[config.mk]
export PLATFORM = sky130hd
export DESIGN_NAME = flash_ctrl
export DESIGN_NICKNAME = d
export VERILOG_FILES = /design/src/rtl/flash_ctrl.sv
export SDC_FILE = /design/constraint.sdc
export NUM_CORES = 1
export LEC_CHECK = 0
export BUFFER_PORTS_ARGS = -buffer_cell sky130_fd_sc_hd__buf_2
export CORE_ASPECT_RATIO = 1.75
export CORE_MARGIN = 5
export CORE_UTILIZATION = 44
export DETAILED_ROUTE_END_ITERATION = 7
export PLACE_DENSITY = 0.74
export SETUP_SLACK_MARGIN = 0.15
export SLEW_MARGIN = 20
export SYNTH_ARGS = -nofsm -noshare
export SYNTH_HDL_FRONTEND = slang
export SYNTH_SLANG_ARGS = --single-unit
[constraint.sdc]
create_clock -name clk -period 4.1 [get_ports clk]
set_input_delay 0.205 -clock clk [delete_from_list [all_inputs] [get_ports clk]]
set_output_delay 0.205 -clock clk [all_outputs]
set_load 0.005 [all_outputs]
[src/rtl/flash_ctrl.sv]
// Countdown display flasher: classifies a packed-BCD count into NORMAL/WARN/EXPIRED,
// blinks the digit enables at a state-dependent rate and blanks leading zeros.
//
// state      | meaning
// -----------+-------------------------------------------------------------
// ST_NORMAL  | count above warning threshold, digits steady on
// ST_WARN    | 0 < count <= threshold, blink 0.5 s on / 0.5 s off
// ST_EXPIRED | count is zero, blink 1 s on / 1 s off, one-shot expired pulse
module flash_ctrl #(
    parameter int                    DIGITS     = 4,
    parameter int                    HALF_TICKS = 50000000,
    parameter logic [4*DIGITS-1:0]   WARN_BCD   = 16'h0180
) (
    input  logic                    clk,
    input  logic                    rst,
    input  logic [4*DIGITS-1:0]     bcd_in,
    input  logic                    blink_en,
    input  logic                    lzb_en,
    output logic [DIGITS-1:0]       en_7seg,
    output logic [1:0]              state,
    output logic                    expired
);

    typedef enum logic [1:0] {
        ST_NORMAL  = 2'b00,
        ST_WARN    = 2'b01,
        ST_EXPIRED = 2'b10
    } state_t;

    localparam int             PW        = (HALF_TICKS > 2) ? $clog2(HALF_TICKS) : 1;
    localparam logic [PW-1:0]  PRESC_MAX = PW'(HALF_TICKS - 1);

    state_t              state_q;
    state_t              state_n;
    logic [PW-1:0]       presc_q;
    logic [PW-1:0]       presc_n;
    logic [1:0]          phase_q;
    logic [1:0]          phase_n;
    logic                first_q;
    logic                blink_on;
    logic                nz_seen;
    logic [DIGITS-1:0]   shown;
    logic [DIGITS-1:0]   en_n;
    logic                expired_n;

    always_comb begin
        if (bcd_in == '0)
            state_n = ST_EXPIRED;
        else if (bcd_in > WARN_BCD)
            state_n = ST_NORMAL;
        else
            state_n = ST_WARN;

        // A state change restarts the blink timebase so the new state opens with an ON interval.
        presc_n = '0;
        phase_n = 2'd0;
        if (state_n == state_q) begin
            if (presc_q == PRESC_MAX) begin
                presc_n = '0;
                phase_n = phase_q + 2'd1;
            end else begin
                presc_n = presc_q + 1'b1;
                phase_n = phase_q;
            end
        end

        blink_on = 1'b1;
        if (blink_en) begin
            case (state_n)
                ST_WARN:    blink_on = ~phase_n[0];
                ST_EXPIRED: blink_on = ~phase_n[1];
                default:    blink_on = 1'b1;
            endcase
        end

        nz_seen = 1'b0;
        shown   = '0;
        for (int i = DIGITS - 1; i >= 0; i--) begin
            nz_seen  = nz_seen | (bcd_in[4*i +: 4] != 4'd0);
            shown[i] = ~lzb_en | (i == 0) | nz_seen;
        end
        en_n = shown & {DIGITS{blink_on}};

        expired_n = (state_n == ST_EXPIRED) && (state_q != ST_EXPIRED) && !first_q;
    end

    always_ff @(posedge clk) begin
        if (rst) begin
            state_q <= ST_NORMAL;
            presc_q <= '0;
            phase_q <= 2'd0;
            first_q <= 1'b1;
            en_7seg <= '1;
            expired <= 1'b0;
        end else begin
            state_q <= state_n;
            presc_q <= presc_n;
            phase_q <= phase_n;
            first_q <= 1'b0;
            en_7seg <= en_n;
            expired <= expired_n;
        end
    end

    assign state = state_q;

endmodule

==> results.yml <==
timing:
  rsz0062_at_grt: "no"
  relSlewSlack_pct: 66.2
  clock.fmax_ghz: 0.424
  fin_worst_skew_ns: 0.00216
  finalCriticalPeriod_ns: 2.36
  final-setup-viol-count: 0
  slew_viol_final: 0
  final-hold-violation-count: 0
  period_share_pct: 57.5
  worst_pin_slew_ns: 0.502
  tns_ns: 0
  setup_slack_ns: 1.74
detailed_routing:
  drc: 0
  wl_um: 2830
  drt-wirelength-per-cell_um: 11.4
  antenna_left: 0
  drtIter0Drc: 17
  vias_per_cell: 5.06
  first_pass_iters: 2
  num_vias: 1254
setup_path:
  cp_common_cell: "nand4_1"
  critPathRequiredTime_ns: 4.28
  end_kind: "register"
  cp_max_fo: 4
  startpoint_type: "register"
  cp_slowest_cell: "or4b_2"
  cp_cell_sequence: "or4b_2 -> nor4_1 -> nand4_1 -> xnor2_1 -> nand4_1 -> and2_1"
  arrival_ns: 2.53
  path_class: "register to register"
  max_stage_delay_ns: 0.67
cts:
  htreeDepth: 2
  numCtsBuffers: 5
  cts_sinks: 36
  cts.reportedPaths.clkPinSlew_ns: 0.06
  post_cts_buffers: 0
  cts_tree: "yes"
  cts.path.max_buffers: 2
  holdBufCountCts: 0
  cts_resized: 0
  clock_latency_ns: 0.28
  root_buffer: "clkbuf_8"
yosys:
  seq_area_frac_synth_pct: 44.1
  syn_nets: 191
  ys_seq_elements: 36
  ys_types: 34
  syn_area_per_cell_sq_um: 9.62
  synthCells: 170
  synth_area_sq_um: 1640
  synth-warning-count: 0
finish:
  diodes: 0
  area_growth_pct: 15.6
  layout_common_cells: "dfxtp_1 (36), buf_2 (26), nor2_1 (23), xor2_1 (17), nand2_1 (11)"
  mostFrequentLayoutCell: "dfxtp_1"
  drive_gt1_share_pct: 26.2
  fin_nets: 222
  fillerInstances: 355
power:
  powerDensity_nw_per_um2: 334
  leakagePower_uw: 0.000726
  peakVddDrop_mv: 0.271
floorplan:
  rows: 29
  die_w_um: 56.1
  ios: 27
  die_y_um: 90.6
  initial_utilization_pct: 45.1
  die_area_sq_um: 5080
  core_area_sq_um: 3630
place:
  place_ws_ns: 1.60
  place_congestion: 0.759
  hpwlAfterDp_um: 2200
  port_buffers: 26
run:
  maxCapViolCount: 0
hold_path:
  hold_path.class: "primary input to register"
grt:
  antenna_found_initial: 0
  grt_max_degree: 27
  grt_pass1_wl_um: 5190
  grt.total_usage_pct: 12.7
  grt.overflow.total: 0
  grt_pass1_vias: 1291
status:
  status: "finished clean"
## worst max-delay path: cells and delay by family, from the launching register on
kind	cells	cell delay, ns
xor+xnor	1	0.29
flops	1	0.34
simple gates	5	1.63
## cells by family (layout without fill, tap and decap cells)
logic type / Yosys count / count (layout) / synth area share (%)
AO/OA/AOI/OAI: 8 / 8 / 5.36
XOR/XNOR: 27 / 27 / 14.9
multiplexers: 1 / 1 / 0.918
flip-flops: 36 / 36 / 44.1
buffers and inverters: 5 / 37 / 2.07
adder cells (fa/ha/maj): 1 / 1 / 0.765
AND/OR/NAND/NOR: 92 / 92 / 31.9
## registers in the layout (all words and copies together) (netlist names)
register,flops
presc_q,26
expired,1
first_q,1
state,2
en_7seg,4
phase_q,2
## layer usage
metal  share of wire, %  vias to the layer above  global-route usage, %  routed length (um)
li1                   -                      645                      -                   -
met1                 38                      577                   11.8                1070
met2                 54                       27                   23.7                1530
met3                5.5                        5                   3.72                 157
met4                2.6                        0                   7.13                  74
met5                  0                        -                      0                   0
## metrics by stage
step	cell area [sq um]	std cells	hold WS, ns	total power, uW	utilization, %
finish	1890	248	0.117	631	52.1
global route	1890	248	0.108	662	52.1
CTS	1890	248	0.113	641	52.1
detailed placement	1800	240	0.386	391	49.6
global placement	1800	240	0.389	390	49.6
floorplan	1640	170	0.233	380	-
## report_power, final
group | switching [uW] | leakage (uW) | internal, uW
registers | 3.01 | 0.000291 | 353
logic | 14.1 | 0.000390 | 12.3
clock network | 112 | 0.0000455 | 137
## worst paths after layout
check                   start    endpoint  slack (ns)  cells past startpoint
setup reg to reg  presc_q[10]  en_7seg[0]        1.74                      6
hold reg to reg       first_q     expired        0.39                      1
hold / removal            rst     first_q        0.12                      1
setup / recovery  presc_q[10]  en_7seg[0]        1.74                      6
## layout make-up
cell class | instances | area (sq um) | share of cell area, %
Multi-Input combinational cell | 129 | 881 | 46.6
Clock buffer | 8 | 90.1 | 4.77
Inverter | 3 | 11.3 | 0.596
Timing Repair Buffer | 26 | 130 | 6.88
Sequential cell | 36 | 721 | 38.1
Tap cell | 46 | 57.6 | 3.04
## synthesized netlist by cell type
library cell / number / area share (%)
nor4_2: 1 / 0.76
nand3_4: 1 / 1.1
mux2_4: 1 / 0.92
o21a_1: 2 / 0.92
and2_1: 1 / 0.38
a211oi_4: 1 / 1.2
nand4_1: 7 / 2.7
o311a_1: 2 / 1.2
nor3b_1: 1 / 0.46
and3_1: 8 / 3.1
or4_1: 2 / 0.92
or2_2: 1 / 0.38
nor4_1: 2 / 0.76
or4b_2: 1 / 0.61
nand2_1: 11 / 2.5
or4_4: 2 / 1.4
o211ai_2: 1 / 0.76
buf_6: 2 / 1.4
dfxtp_1: 36 / 44
nor2_1: 23 / 5.3
ha_1: 1 / 0.76
nor2_2: 10 / 3.8
nor3_4: 1 / 0.99
nor2b_1: 3 / 1.1
xnor2_2: 1 / 0.99
xor2_1: 17 / 9.1
xnor2_1: 9 / 4.8
or3_1: 2 / 0.76
o211a_1: 2 / 1.2
nor3_1: 4 / 1.2
nand2b_1: 1 / 0.38
inv_1: 3 / 0.69
nand3_1: 9 / 2.8
and4_1: 1 / 0.54
Power figures use the tool's default switching activity.
